File: config.mk
export PLATFORM = sky130hd
export DESIGN_NAME = uart_regs_fifo
export DESIGN_NICKNAME = d
export VERILOG_FILES = /design/src/rtl/uart_regs_fifo_pkg.sv /design/src/rtl/uart_regs_fifo_fifo.sv /design/src/rtl/uart_regs_fifo.sv
export SDC_FILE = /design/constraint.sdc
export NUM_CORES = 1
export LEC_CHECK = 0
export ABC_AREA = 1
export ABC_CLOCK_PERIOD_IN_PS = 3850
export CAP_MARGIN = 5
export CELL_PAD_IN_SITES_DETAIL_PLACEMENT = 1
export CELL_PAD_IN_SITES_GLOBAL_PLACEMENT = 1
export CORE_ASPECT_RATIO = 1.75
export CORE_MARGIN = 2
export CORE_UTILIZATION = 40
export DETAILED_ROUTE_END_ITERATION = 10
export MAX_ROUTING_LAYER = met4
export PLACE_DENSITY = 0.81
export SLEW_MARGIN = 20
export SYNTH_ARGS = -nofsm -noshare
export SYNTH_HDL_FRONTEND = slang
export SYNTH_SLANG_ARGS = --single-unit
File: constraint.sdc
create_clock -name clk -period 3.85 [get_ports clk]
set_clock_uncertainty 0.1 [all_clocks]
set_input_delay 0.385 -clock clk [delete_from_list [all_inputs] [get_ports clk]]
set_output_delay 0.385 -clock clk [all_outputs]
set_load 0.005 [all_outputs]
File: src/rtl/uart_regs_fifo_pkg.sv
// Register map, field layout and interrupt bit indices for the UART CSR block.
package uart_regs_fifo_pkg;

  // Register byte offsets from BASE_ADDR
  localparam int unsigned DATA_ADDR    = 32'h04;
  localparam int unsigned STAT_ADDR    = 32'h0C;
  localparam int unsigned CTRL_ADDR    = 32'h10;
  localparam int unsigned LPMODE_ADDR  = 32'h14;
  localparam int unsigned LEVEL_ADDR   = 32'h18;
  localparam int unsigned INTSTAT_ADDR = 32'h20;
  localparam int unsigned INTEN_ADDR   = 32'h24;
  localparam int unsigned ID_ADDR      = 32'h140;

  // Register reset values
  localparam logic [31:0] DATA_RESET    = 32'h0;
  localparam logic [31:0] STAT_RESET    = 32'h210;
  localparam logic [31:0] CTRL_RESET    = 32'h0;
  localparam logic [31:0] LPMODE_RESET  = 32'h0;
  localparam logic [31:0] LEVEL_RESET   = 32'h0;
  localparam logic [31:0] INTSTAT_RESET = 32'h0;
  localparam logic [31:0] INTEN_RESET   = 32'h0;
  localparam logic [31:0] ID_RESET      = 32'hcafe0666;

  // DATA read fields
  localparam int DATA_FERR_LSB = 16;
  localparam int DATA_PERR_LSB = 17;

  // STAT fields (all 1 bit)
  localparam int STAT_BUSY_LSB = 2;
  localparam int STAT_RXE_LSB  = 4;
  localparam int STAT_TXF_LSB  = 8;
  localparam int STAT_TXE_LSB  = 9;
  localparam int STAT_RXF_LSB  = 10;
  localparam logic [31:0] STAT_TXE_MASK = 32'h1 << STAT_TXE_LSB;
  localparam logic [31:0] STAT_RXF_MASK = 32'h1 << STAT_RXF_LSB;
  localparam logic STAT_TXE_RESET = 1'b1;
  localparam logic STAT_RXF_RESET = 1'b0;

  // CTRL fields
  localparam int CTRL_BAUD_LSB = 0;
  localparam int CTRL_TXEN_LSB = 4;
  localparam int CTRL_RXEN_LSB = 5;
  localparam int CTRL_TXST_LSB = 6;

  // LPMODE fields
  localparam int LPMODE_DIV_LSB   = 0;
  localparam int LPMODE_DIV_WIDTH = 8;
  localparam int LPMODE_EN_LSB    = 31;
  localparam logic [31:0] LPMODE_DIV_MASK = 32'h0000_00FF;
  localparam logic [31:0] LPMODE_EN_MASK  = 32'h8000_0000;

  // LEVEL fields
  localparam int LEVEL_TX_LSB   = 0;
  localparam int LEVEL_RX_LSB   = 16;
  localparam int LEVEL_WIDTH    = 16;
  localparam logic [31:0] LEVEL_TX_MASK = 32'h0000_FFFF;
  localparam logic [31:0] LEVEL_RX_MASK = 32'hFFFF_0000;

  // INTSTAT / INTEN fields
  localparam int INT_WIDTH = 4;
  localparam int INTEN_WIDTH = 4;
  localparam logic [31:0] INTEN_MASK   = 32'h0000_000F;
  localparam logic [31:0] INTSTAT_MASK = 32'h0000_000F;
  localparam logic [31:0] TXOVF_MASK   = 32'h0000_0004;
  localparam logic [31:0] RXOVF_MASK   = 32'h0000_0008;
  localparam logic TXOVF_RESET = 1'b0;
  localparam logic RXOVF_RESET = 1'b0;

  typedef enum logic [1:0] {
    INT_TX    = 2'd0,
    INT_RX    = 2'd1,
    INT_TXOVF = 2'd2,
    INT_RXOVF = 2'd3
  } int_bits_e;

endpackage

File: src/rtl/uart_regs_fifo_fifo.sv
// Synchronous FIFO with a registered head word; power-of-2 depth, free-running wrap pointers.
module regs_sync_fifo #(
  parameter int WIDTH = 8,
  parameter int DEPTH = 16
) (
  input  logic                     clk,
  input  logic                     rst,
  input  logic                     push_i,
  input  logic [WIDTH-1:0]         din_i,
  input  logic                     pop_i,
  output logic [WIDTH-1:0]         head_o,
  output logic                     full_o,
  output logic                     empty_o,
  output logic [$clog2(DEPTH):0]   count_o
);
  localparam int AW = $clog2(DEPTH);

  logic [WIDTH-1:0] mem_q [DEPTH];
  logic [AW-1:0]    wr_q, rd_q, rd_d;
  logic [AW:0]      cnt_q, cnt_d;
  logic [WIDTH-1:0] head_q, head_d;
  logic             do_push, do_pop;

  assign full_o  = (cnt_q == (AW+1)'(DEPTH));
  assign empty_o = (cnt_q == '0);
  assign count_o = cnt_q;
  assign head_o  = head_q;
  // A pop frees the slot a same-cycle push needs, so a full FIFO still accepts it.
  assign do_pop  = pop_i && !empty_o;
  assign do_push = push_i && (!full_o || do_pop);

  // Next pointer/count and the word that will sit at the head after this cycle.
  always_comb begin
    rd_d   = rd_q + AW'(do_pop);
    cnt_d  = cnt_q + (AW+1)'(do_push) - (AW+1)'(do_pop);
    head_d = head_q;
    if (cnt_d == '0)                  head_d = '0;
    else if (do_push && wr_q == rd_d) head_d = din_i;
    else                              head_d = mem_q[rd_d];
  end

  // Storage array, no reset needed.
  always_ff @(posedge clk) begin
    if (do_push) mem_q[wr_q] <= din_i;
  end

  // Pointers, count and head register.
  always_ff @(posedge clk) begin
    if (rst) begin
      wr_q   <= '0;
      rd_q   <= '0;
      cnt_q  <= '0;
      head_q <= '0;
    end else begin
      wr_q   <= wr_q + AW'(do_push);
      rd_q   <= rd_d;
      cnt_q  <= cnt_d;
      head_q <= head_d;
    end
  end
endmodule

File: src/rtl/uart_regs_fifo.sv
// UART CSR block: LocalBus register map, TX/RX FIFOs, W1C interrupts and registered irq.
module uart_regs_fifo
  import uart_regs_fifo_pkg::*;
#(
  parameter int unsigned BASE_ADDR  = 0,
  parameter int          ADDR_WIDTH = 16,
  parameter int          DATA_WIDTH = 32,
  parameter int          CHAR_W     = 8,
  parameter int          TX_DEPTH   = 16,
  parameter int          RX_DEPTH   = 16,
  parameter int          BAUD_W     = 2,
  parameter logic [31:0] ID_VALUE   = 32'hcafe0666
) (
  input  logic                  clk,
  input  logic                  rst,
  input  logic [ADDR_WIDTH-1:0] lb_waddr,
  input  logic [31:0]           lb_wdata,
  input  logic                  lb_wen,
  input  logic [3:0]            lb_wstrb,
  output logic                  lb_wready,
  input  logic [ADDR_WIDTH-1:0] lb_raddr,
  input  logic                  lb_ren,
  output logic [31:0]           lb_rdata,
  output logic                  lb_rvalid,
  output logic [CHAR_W-1:0]     tx_data,
  output logic                  tx_valid,
  input  logic                  tx_ready,
  input  logic [CHAR_W-1:0]     rx_data,
  input  logic                  rx_ferr,
  input  logic                  rx_perr,
  input  logic                  rx_valid,
  input  logic                  busy,
  output logic [BAUD_W-1:0]     ctrl_baud,
  output logic                  ctrl_txen,
  output logic                  ctrl_rxen,
  output logic                  ctrl_txst,
  output logic [7:0]            lpmode_div,
  output logic                  lpmode_en,
  output logic                  irq
);
  localparam int TXCW = $clog2(TX_DEPTH) + 1;
  localparam int RXCW = $clog2(RX_DEPTH) + 1;

  logic [ADDR_WIDTH-1:0] woff, roff;
  logic w_data, w_ctrl, w_lp, w_ist, w_ien, r_data;
  logic tx_push, tx_pop, tx_full, tx_empty;
  logic rx_pop, rx_full, rx_empty;
  logic [TXCW-1:0] tx_cnt;
  logic [RXCW-1:0] rx_cnt;
  logic [CHAR_W+1:0] rx_head;

  logic [BAUD_W-1:0] baud_q;
  logic txen_q, rxen_q, txst_q, lpen_q, irq_q, rvalid_q;
  logic [7:0] lpdiv_q;
  logic [3:0] ist_q, ist_d, ist_set, ist_w1c, ien_q;
  logic [31:0] rdata_q, rdata_d;
  logic unused_bits;

  assign woff   = lb_waddr - ADDR_WIDTH'(BASE_ADDR);
  assign roff   = lb_raddr - ADDR_WIDTH'(BASE_ADDR);
  assign w_data = lb_wen && woff == ADDR_WIDTH'(DATA_ADDR);
  assign w_ctrl = lb_wen && woff == ADDR_WIDTH'(CTRL_ADDR);
  assign w_lp   = lb_wen && woff == ADDR_WIDTH'(LPMODE_ADDR);
  assign w_ist  = lb_wen && woff == ADDR_WIDTH'(INTSTAT_ADDR);
  assign w_ien  = lb_wen && woff == ADDR_WIDTH'(INTEN_ADDR);
  assign r_data = lb_ren && roff == ADDR_WIDTH'(DATA_ADDR);

  assign tx_push = w_data && lb_wstrb[0];
  assign tx_pop  = !tx_empty && tx_ready;
  assign rx_pop  = r_data && !rx_empty;

  regs_sync_fifo #(.WIDTH(CHAR_W), .DEPTH(TX_DEPTH)) u_tx (
    .clk(clk), .rst(rst), .push_i(tx_push), .din_i(lb_wdata[CHAR_W-1:0]), .pop_i(tx_pop),
    .head_o(tx_data), .full_o(tx_full), .empty_o(tx_empty), .count_o(tx_cnt));

  regs_sync_fifo #(.WIDTH(CHAR_W+2), .DEPTH(RX_DEPTH)) u_rx (
    .clk(clk), .rst(rst), .push_i(rx_valid), .din_i({rx_perr, rx_ferr, rx_data}), .pop_i(rx_pop),
    .head_o(rx_head), .full_o(rx_full), .empty_o(rx_empty), .count_o(rx_cnt));

  assign tx_valid   = !tx_empty;
  assign lb_wready  = 1'b1;
  assign lb_rdata   = rdata_q;
  assign lb_rvalid  = rvalid_q;
  assign ctrl_baud  = baud_q;
  assign ctrl_txen  = txen_q;
  assign ctrl_rxen  = rxen_q;
  assign ctrl_txst  = txst_q;
  assign lpmode_div = lpdiv_q;
  assign lpmode_en  = lpen_q;
  assign irq        = irq_q;
  assign unused_bits = ^{lb_wstrb[2:1], lb_wdata[30:8]};

  // Interrupt status: hardware events OR'd in after the W1C so a same-cycle set wins.
  always_comb begin
    ist_set = '0;
    ist_set[INT_TX]    = tx_pop && tx_cnt == TXCW'(1) && !tx_push;
    ist_set[INT_RX]    = rx_valid && rx_empty;
    ist_set[INT_TXOVF] = tx_push && tx_full && !tx_pop;
    ist_set[INT_RXOVF] = rx_valid && rx_full && !rx_pop;
    ist_w1c = (w_ist && lb_wstrb[0]) ? lb_wdata[3:0] : 4'h0;
    ist_d   = (ist_q & ~ist_w1c) | ist_set;
  end

  // Read mux, sampled into the read data register.
  always_comb begin
    rdata_d = '0;
    case (roff)
      ADDR_WIDTH'(DATA_ADDR): if (!rx_empty) begin
        rdata_d[CHAR_W-1:0]   = rx_head[CHAR_W-1:0];
        rdata_d[DATA_FERR_LSB] = rx_head[CHAR_W];
        rdata_d[DATA_PERR_LSB] = rx_head[CHAR_W+1];
      end
      ADDR_WIDTH'(STAT_ADDR): begin
        rdata_d[STAT_BUSY_LSB] = busy;
        rdata_d[STAT_RXE_LSB]  = rx_empty;
        rdata_d[STAT_TXF_LSB]  = tx_full;
        rdata_d[STAT_TXE_LSB]  = tx_empty;
        rdata_d[STAT_RXF_LSB]  = rx_full;
      end
      ADDR_WIDTH'(CTRL_ADDR): begin
        rdata_d[CTRL_BAUD_LSB +: BAUD_W] = baud_q;
        rdata_d[CTRL_TXEN_LSB] = txen_q;
        rdata_d[CTRL_RXEN_LSB] = rxen_q;
      end
      ADDR_WIDTH'(LPMODE_ADDR): begin
        rdata_d[LPMODE_DIV_LSB +: LPMODE_DIV_WIDTH] = lpdiv_q;
        rdata_d[LPMODE_EN_LSB] = lpen_q;
      end
      ADDR_WIDTH'(LEVEL_ADDR): begin
        rdata_d[LEVEL_TX_LSB +: LEVEL_WIDTH] = LEVEL_WIDTH'(tx_cnt);
        rdata_d[LEVEL_RX_LSB +: LEVEL_WIDTH] = LEVEL_WIDTH'(rx_cnt);
      end
      ADDR_WIDTH'(INTSTAT_ADDR): rdata_d[INT_WIDTH-1:0] = ist_q;
      ADDR_WIDTH'(INTEN_ADDR):   rdata_d[INTEN_WIDTH-1:0] = ien_q;
      ADDR_WIDTH'(ID_ADDR):      rdata_d = ID_VALUE;
      default: rdata_d = '0;
    endcase
  end

  // Control/status registers, read port and irq.
  always_ff @(posedge clk) begin
    if (rst) begin
      baud_q   <= '0;
      txen_q   <= 1'b0;
      rxen_q   <= 1'b0;
      txst_q   <= 1'b0;
      lpdiv_q  <= '0;
      lpen_q   <= 1'b0;
      ist_q    <= '0;
      ien_q    <= '0;
      irq_q    <= 1'b0;
      rdata_q  <= '0;
      rvalid_q <= 1'b0;
    end else begin
      if (w_ctrl && lb_wstrb[0]) begin
        baud_q <= lb_wdata[CTRL_BAUD_LSB +: BAUD_W];
        txen_q <= lb_wdata[CTRL_TXEN_LSB];
        rxen_q <= lb_wdata[CTRL_RXEN_LSB];
      end
      txst_q <= w_ctrl && lb_wstrb[0] && lb_wdata[CTRL_TXST_LSB];
      if (w_lp && lb_wstrb[0]) lpdiv_q <= lb_wdata[LPMODE_DIV_LSB +: LPMODE_DIV_WIDTH];
      if (w_lp && lb_wstrb[3]) lpen_q  <= lb_wdata[LPMODE_EN_LSB];
      if (w_ien && lb_wstrb[0]) ien_q  <= lb_wdata[INTEN_WIDTH-1:0];
      ist_q    <= ist_d;
      irq_q    <= |(ist_q & ien_q);
      rvalid_q <= lb_ren;
      if (lb_ren) rdata_q <= rdata_d;
    end
  end
endmodule

-- Word level (Yosys, flattened, before mapping)
Memory sizes are Yosys's and may differ from the RTL's. A register that Yosys moved wholly into a read port is not among the register bits.
Cells that the tools add are included.
- bits in registers: 77
- bits in writable memories: 288
- bits of input ports: 85
- output and inout port bits: 58
- word-level logic and storage cells: 106
- memories: 2
- add/sub/neg operators: 8
- equal/unequal tests: 16
- muxes and demuxes: 17
- bitwise logic cells: 4
- reduce and logical (&&, ||, !) cells: 42
- memory list (name ; words ; bits a word ; rd ports ; clocked after memory_dff ; write ports ; line ; text):
    u_rx.mem_q ; 16 ; 10 ; 1 ; 1 ; 1 ; uart_regs_fifo_fifo.sv:18 ; logic [WIDTH-1:0] mem_q [DEPTH];
    u_tx.mem_q ; 16 ; 8 ; 1 ; 1 ; 1 ; uart_regs_fifo_fifo.sv:18 ;
- operator list (cell ; number):
    $eq 16x5->1 const B ; 5
    $eq 16x6->1 const B ; 4
    $eq 16x3->1 const B ; 2
    $logic_and 1x1->1 ; 26
    $pmux 13 s2 ; 1
    $logic_not 5->1 ; 4
    $add 4x1->4 ; 4
    $eq 16x4->1 const B ; 1
    $eq 16x9->1 const B ; 1
    $pmux 2 s7 ; 1
    $pmux 2 s3 ; 2
    $add 5x1->5 ; 2
    $eq 5x5->1 const B ; 2
    $pmux 1 s5 ; 2
    $sub 5x1->5 ; 2
    $and 4x4->4 ; 2
    $mux 8 ; 1
    $logic_not 1->1 ; 7
    $pmux 1 s7 ; 1
    $pmux 3 s2 ; 1
    $eq 5x1->1 const B ; 1
    $mux 1 ; 4
    $mux 4 ; 1
    $not 4->4 ; 1
    7 further kinds ; 9

-- Longest topological paths before layout
- depth in word-level cells: 10
- depth in mapped cells: 22
- gate-level depth less buffers: 22

-- Cells and area by module
A second synthesis with hierarchy kept.
- cell total of the unflattened synthesis: 1922
- area, all modules: 17446.7 µm²
- by module, submodules not included (module ; times used ; cells each ; area an instance (µm²) ; seq. area each (µm²)):
    regs_sync_fifo (u_rx) ; 1 ; 861 ; 8216.6 ; 5265.0
    regs_sync_fifo (u_tx) ; 1 ; 690 ; 6701.4 ; 4264.1
    uart_regs_fifo ; 1 ; 371 ; 2528.7 ; 840.8

-- Worst setup path before layout
No wires, ideal clock.
- path kind: register to register
- from: reg u_rx.cnt_q[3] (netlist: u_rx.count_o[3])
- to: reg u_rx.head_q[0] (netlist: u_rx.head_o[0]), read port of u_rx.mem_q
- setup time: 0.056 ns
- arrival time: 3.032 ns
- data required time: 3.694 ns
- slack: 0.662 ns
- cell stages (with the launch flop): 23
- path buffers: 0
- period minus slack after synthesis: 3.188 ns
- cells stage by stage: dfxtp_1 inv_1 ha_1 nand3_1 nor2_4 nor2_4 nand2_2 inv_1 ha_1 inv_1 ha_1 inv_1 fa_1 inv_1 a21oi_1 nor2_1 nor2_1 xor2_1 a41oi_1 nand2_1 inv_1 nand2_1 inv_1
- word-level cells in the longest chain between the ends: 10
- elaborated cells on any way between the ends: 13
- those cells by class: add/sub (3); eq/ne (1); reduce/logical (9)
- ends and longest elaborated chain (what ; line ; text):
    from (decl) ; uart_regs_fifo_fifo.sv:20 ; logic [AW:0] cnt_q, cnt_d;
    from (signal assigned) ; uart_regs_fifo_fifo.sv:57 ; cnt_q <= cnt_d;
    $logic_not 5->1 ; uart_regs_fifo_fifo.sv:25 ; assign empty_o = (cnt_q == '0);
    $logic_not 1->1 ; uart_regs_fifo_fifo.sv:29, uart_regs_fifo.sv:70 ;
    $logic_and 1x1->1 ; uart_regs_fifo.sv:70 ; assign rx_pop = r_data && !rx_empty;
    $logic_and 1x1->1 ; uart_regs_fifo_fifo.sv:29 ; assign do_pop = pop_i && !empty_o;
    $logic_or 1x1->1 ; uart_regs_fifo_fifo.sv:30 ; assign do_push = push_i && (!full_o || do_pop);
    $logic_and 1x1->1 ; uart_regs_fifo_fifo.sv:30 ;
    $add 5x1->5 ; uart_regs_fifo_fifo.sv:35 ; cnt_d = cnt_q + (AW+1)'(do_push) - (AW+1)'(do_pop);
    $sub 5x1->5 ; uart_regs_fifo_fifo.sv:35 ;
    $logic_not 5->1 ; uart_regs_fifo_fifo.sv:37 ; if (cnt_d == '0) head_d = '0;
    $reduce_or 2->1 (no source line) ; -- ;
    to (decl) ; uart_regs_fifo_fifo.sv:21 ; logic [WIDTH-1:0] head_q, head_d;
Parallel ways exist; a longest one is shown, timed or not.
A chain may end at the register's enable or synchronous reset.

-- Worst setup path after layout
- from: reg u_tx.cnt_q[3] (netlist: u_tx.count_o[3])
- to: reg u_tx.head_q[2] (netlist: u_tx.head_o[2]), read port of u_tx.mem_q
- elaborated cells on any way between the ends: 13
- those cells by class: add/sub (3); eq/ne (1); reduce/logical (9)
- RTL lines (what ; line ; text):
    from (decl) ; uart_regs_fifo_fifo.sv:20 ;
    from (signal assigned) ; uart_regs_fifo_fifo.sv:57 ;
    $logic_not 5->1 (*) ; uart_regs_fifo_fifo.sv:25 ;
    $logic_not 1->1 (*) ; uart_regs_fifo_fifo.sv:29, uart_regs_fifo.sv:69 ;
    $logic_and 1x1->1 ; uart_regs_fifo.sv:69 ; assign tx_pop = !tx_empty && tx_ready;
    $logic_and 1x1->1 (*) ; uart_regs_fifo_fifo.sv:29 ;
    $add 4x1->4 (*) ; uart_regs_fifo_fifo.sv:34 ; rd_d = rd_q + AW'(do_pop);
    via u_tx.rd_d[1] ; uart_regs_fifo_fifo.sv:19 ; logic [AW-1:0] wr_q, rd_q, rd_d;
    to (decl) ; uart_regs_fifo_fifo.sv:21 ;
The timed path passes the listed nets; every way through them passes the cells marked *.

==> metrics.yaml <==
per_cell_routed_wire_length_um: 21.92
rr_startpoint: "u_tx.count_o[3]"
placed_cell_area_sq_um: 18560
finalNetCount: 1870
critical_path_peak_fanout: 32
yosysTopAreaCell: "edfxtp_1"
wirelength_um: 51390
post_synth_xor_area_fraction_pct: 0.8927
placeableCoreArea_sq_um: 41370
post_synthesis_share_of_cell_area_spent_on_and_or_nand_and_nor_gates_pct: 19.83
detail_route.vias_per_cell: 5.394
synthDistinctLibCells: 44
synth_enable_flop_cells: 288
drc: 0
floorplan.die.height_um: 274.1
async_reset_ff_share_pct: 0
worst-r2r-setup-slack_ns: 0.19
dieArea_sq_um: 43410
cts_buf_count: 35
seqCellArea_sq_um: 10370
dominant_combinational_cell_family_by_area_after_synthesis: "simple AND/OR/NAND/NOR gates"
cts_max_path_buffers: 3
final.min_clock_period_ns: 3.658
max-slew-margin-rel_pct: 36.27
cts.hold.buffers_added: 0
critical_path_required_ns: 4.20
report.final.setup_viol: 0
footprint_of_the_multi_input_gates_sq_um: 5035
number_of_storage_elements_in_the_synthesis_netlist: 374
grt_first_pass_wirelength_um: 77970
power_density_nw_per_um2: 572.2
element_type_at_the_critical_path_end: "flop"
ys_dominant_reg_cell: "edfxtp_1"
ys_warns: 0
first_iter_violations: 692
die-width_um: 158.4
grt_pass1_vias: 13720
max_clock_freq_mhz: 273.4
fillers: 4600
global_route.overflow_total: 0
number_of_antenna_violations_at_the_first_check_in_global_routing: 1
synth_top_cell_area_share_pct: 51.85
drv_slew: 0
synthToLayoutAreaGrowth_pct: 18.89
startpoint_type_of_the_worst_setup_path: "flop"
clk-insertion-delay-late_ns: 0.55
finalHoldWorstSlack_ns: 0.2294
synth_cells: 1630
cap_violations: 0
final_critical_path_setup_slack_ns: 0.1919
avgSynthCellArea_sq_um: 10.23
worstHoldEndpoint: "u_tx.count_o[1]"
tritoncts_clock_tree: "built"
status: "finished clean"
cts-htree-levels: 2
cts.reportedPaths.clkPinSlew_ns: 0.07
rr_endpoint: "u_tx.head_o[2]"
synthMuxAreaShare_pct: 0
rows: 99
drt-pass1-iter-count: 5
synth_fa_ha_area_share_pct: 1.665
synth_compound_area_share_pct: 7.419
fin_hold_viols: 0
worstSetupPathType: "flop to flop"
synthTopCellsByArea: "edfxtp_1 (52%), dfxtp_1 (10%), nand3_1 (6.0%), inv_1 (4.8%), nand2_1 (4.3%)"
dpl_worst_slack_ns: -0.03058
hp-class: "input port to flop"
max_slew.worst_pin.slew_ns: 0.9560
global_route.usage.total_pct: 24.48
worst_r2r_path_depth: 15
io_buffers: 107
pwr_total_mw: 11.35
place_congestion: 0.8759
whs_path_depth: 2
static-leakage-power_nw: 7.561
min_period_over_period_pct: 95.01
dp_hpwl_um: 35740
floorplan.initialDensity_pct: 40.31
final_area_sq_um: 19830
clk_tree_root_cell: "clkbuf_16"
worst-endpoint-arrival_ns: 4.01
clock_sink_count: 374
power.ir.vdd_worst_mv: 0.4176
detailed_route_via_count: 12640
worstHoldStart: "rst"
design.portCount: 143
seq_area_frac_synth_pct: 62.18
grt_max_degree: 82
synth_area_sq_um: 16680
layout-drive-gt1-share_pct: 9.396
ant_nets: 0
[kinds of logic after synthesis]
kind of cell	Yosys count
xor+xnor	14
other cells	2
buf+inv	314
fa+ha+maj	21
flops	374
simple gates	694
compound gates	211
[cells in the final DEF (no fill, tap or decap), types with 10 or more instances in the layout]
cell / count
a211oi_1: 16
a21oi_1: 29
buf_4: 72
clkbuf_16: 35
clkdlybuf4s50_1: 106
conb_1: 10
dfxtp_1: 86
edfxtp_1: 288
ha_1: 19
inv_1: 215
nand2_1: 193
nand3_1: 200
nand3_2: 11
nand3b_1: 70
nor2_1: 183
nor3_1: 10
o211ai_1: 12
o21ai_0: 107
o221ai_1: 12
o22ai_1: 19
[through the flow]
step	util [%]	cells	setup TNS, ns
after floorplan	-	1638	0
after global placement	44.86	2282	0
after detailed placement	44.86	2282	-0.1352
after CTS	47.88	2343	0
after global routing	47.93	2344	-0.009287
final	47.93	2344	0
[worst max-delay path, stage by stage, from the launching register on]
cell and delay [ns]:
dfxtp_1 0.33, inv_1 0.16, ha_1 0.19, inv_1 0.07, nor3_1 0.27, nor2_1 0.13
ha_1 0.22, ha_1 0.37, buf_4 0.39, o21ai_0 0.18, o22ai_1 0.20, buf_4 0.18
o21ai_0 0.09, o21ai_0 0.40, nor2_1 0.10, a211oi_1 0.18
[repair_timing]
item	in CTS	in global routing
resized for setup	0	3
endpoints found under the hold margin	0	0
setup endpoints to repair	0	4
buffers inserted	0	0
[synth_stat cells (all sizes together) (4+ instances only)]
cell type,number
a211oi,16
a21oi,30
a31oi,4
buf,38
clkbuf,54
dfxtp,86
edfxtp,288
ha,19
inv,222
nand2,199
nand3,211
nand3b,70
nand4,4
nor2,188
nor3,12
nor4,9
o211ai,12
o21ai,108
o221ai,12
o22ai,21
xnor2,10
xor2,4
[worst max path at each step]
| stage | cells past startpoint | startpoint | end | slack [ns] |
|---|---|---|---|---|
| final | 15 | u_tx.count_o[3] | u_tx.head_o[2] | 0.19 |
| after global routing | 14 | u_tx.count_o[3] | u_tx.head_o[7] | -0.009 |
| after CTS | 18 | u_tx.count_o[3] | u_tx.head_o[3] | 0.17 |
| after detailed placement | 24 | lb_raddr[7] | u_rx.head_o[8] | -0.03 |
| after global placement | 24 | lb_raddr[3] | u_rx.head_o[9] | 0.15 |
| after floorplan | 22 | u_rx.count_o[3] | u_rx.head_o[0] | 0.66 |
[flip-flops by register name (all words and copies together) (netlist names), 5 cells and up]
register      flops
u_rx.head_o      10
u_tx.head_o       8
u_tx.mem_q      128
lb_rdata         18
u_tx.count_o      5
u_rx.mem_q      160
u_rx.count_o      5
lpmode_div        8
[area by class of cell]
type / count / share of cell area [%]
timing repair buffer: 181 / 8.304
sequential: 374 / 52.30
clock buffer: 39 / 4.543
clock inverter: 22 / 1.748
antenna: 1 / 0.01262
inverter: 222 / 4.202
multi-input combinational: 950 / 25.39
tap: 555 / 3.502
[routing by layer]
layer	wire length (um)	GRT usage, %	up-vias
li1	-	-	5823
met1	17270	23.13	6315
met2	28040	44.23	321
met4	3966	17.02	0
met5	0	-	-
met3	2118	4.236	184
[where the power goes]
group	internal [mW]	switching (mW)
clock network	2.24	1.57
registers	4.54	0.111
logic	0.919	1.96
(Power assumes the default switching activity.)
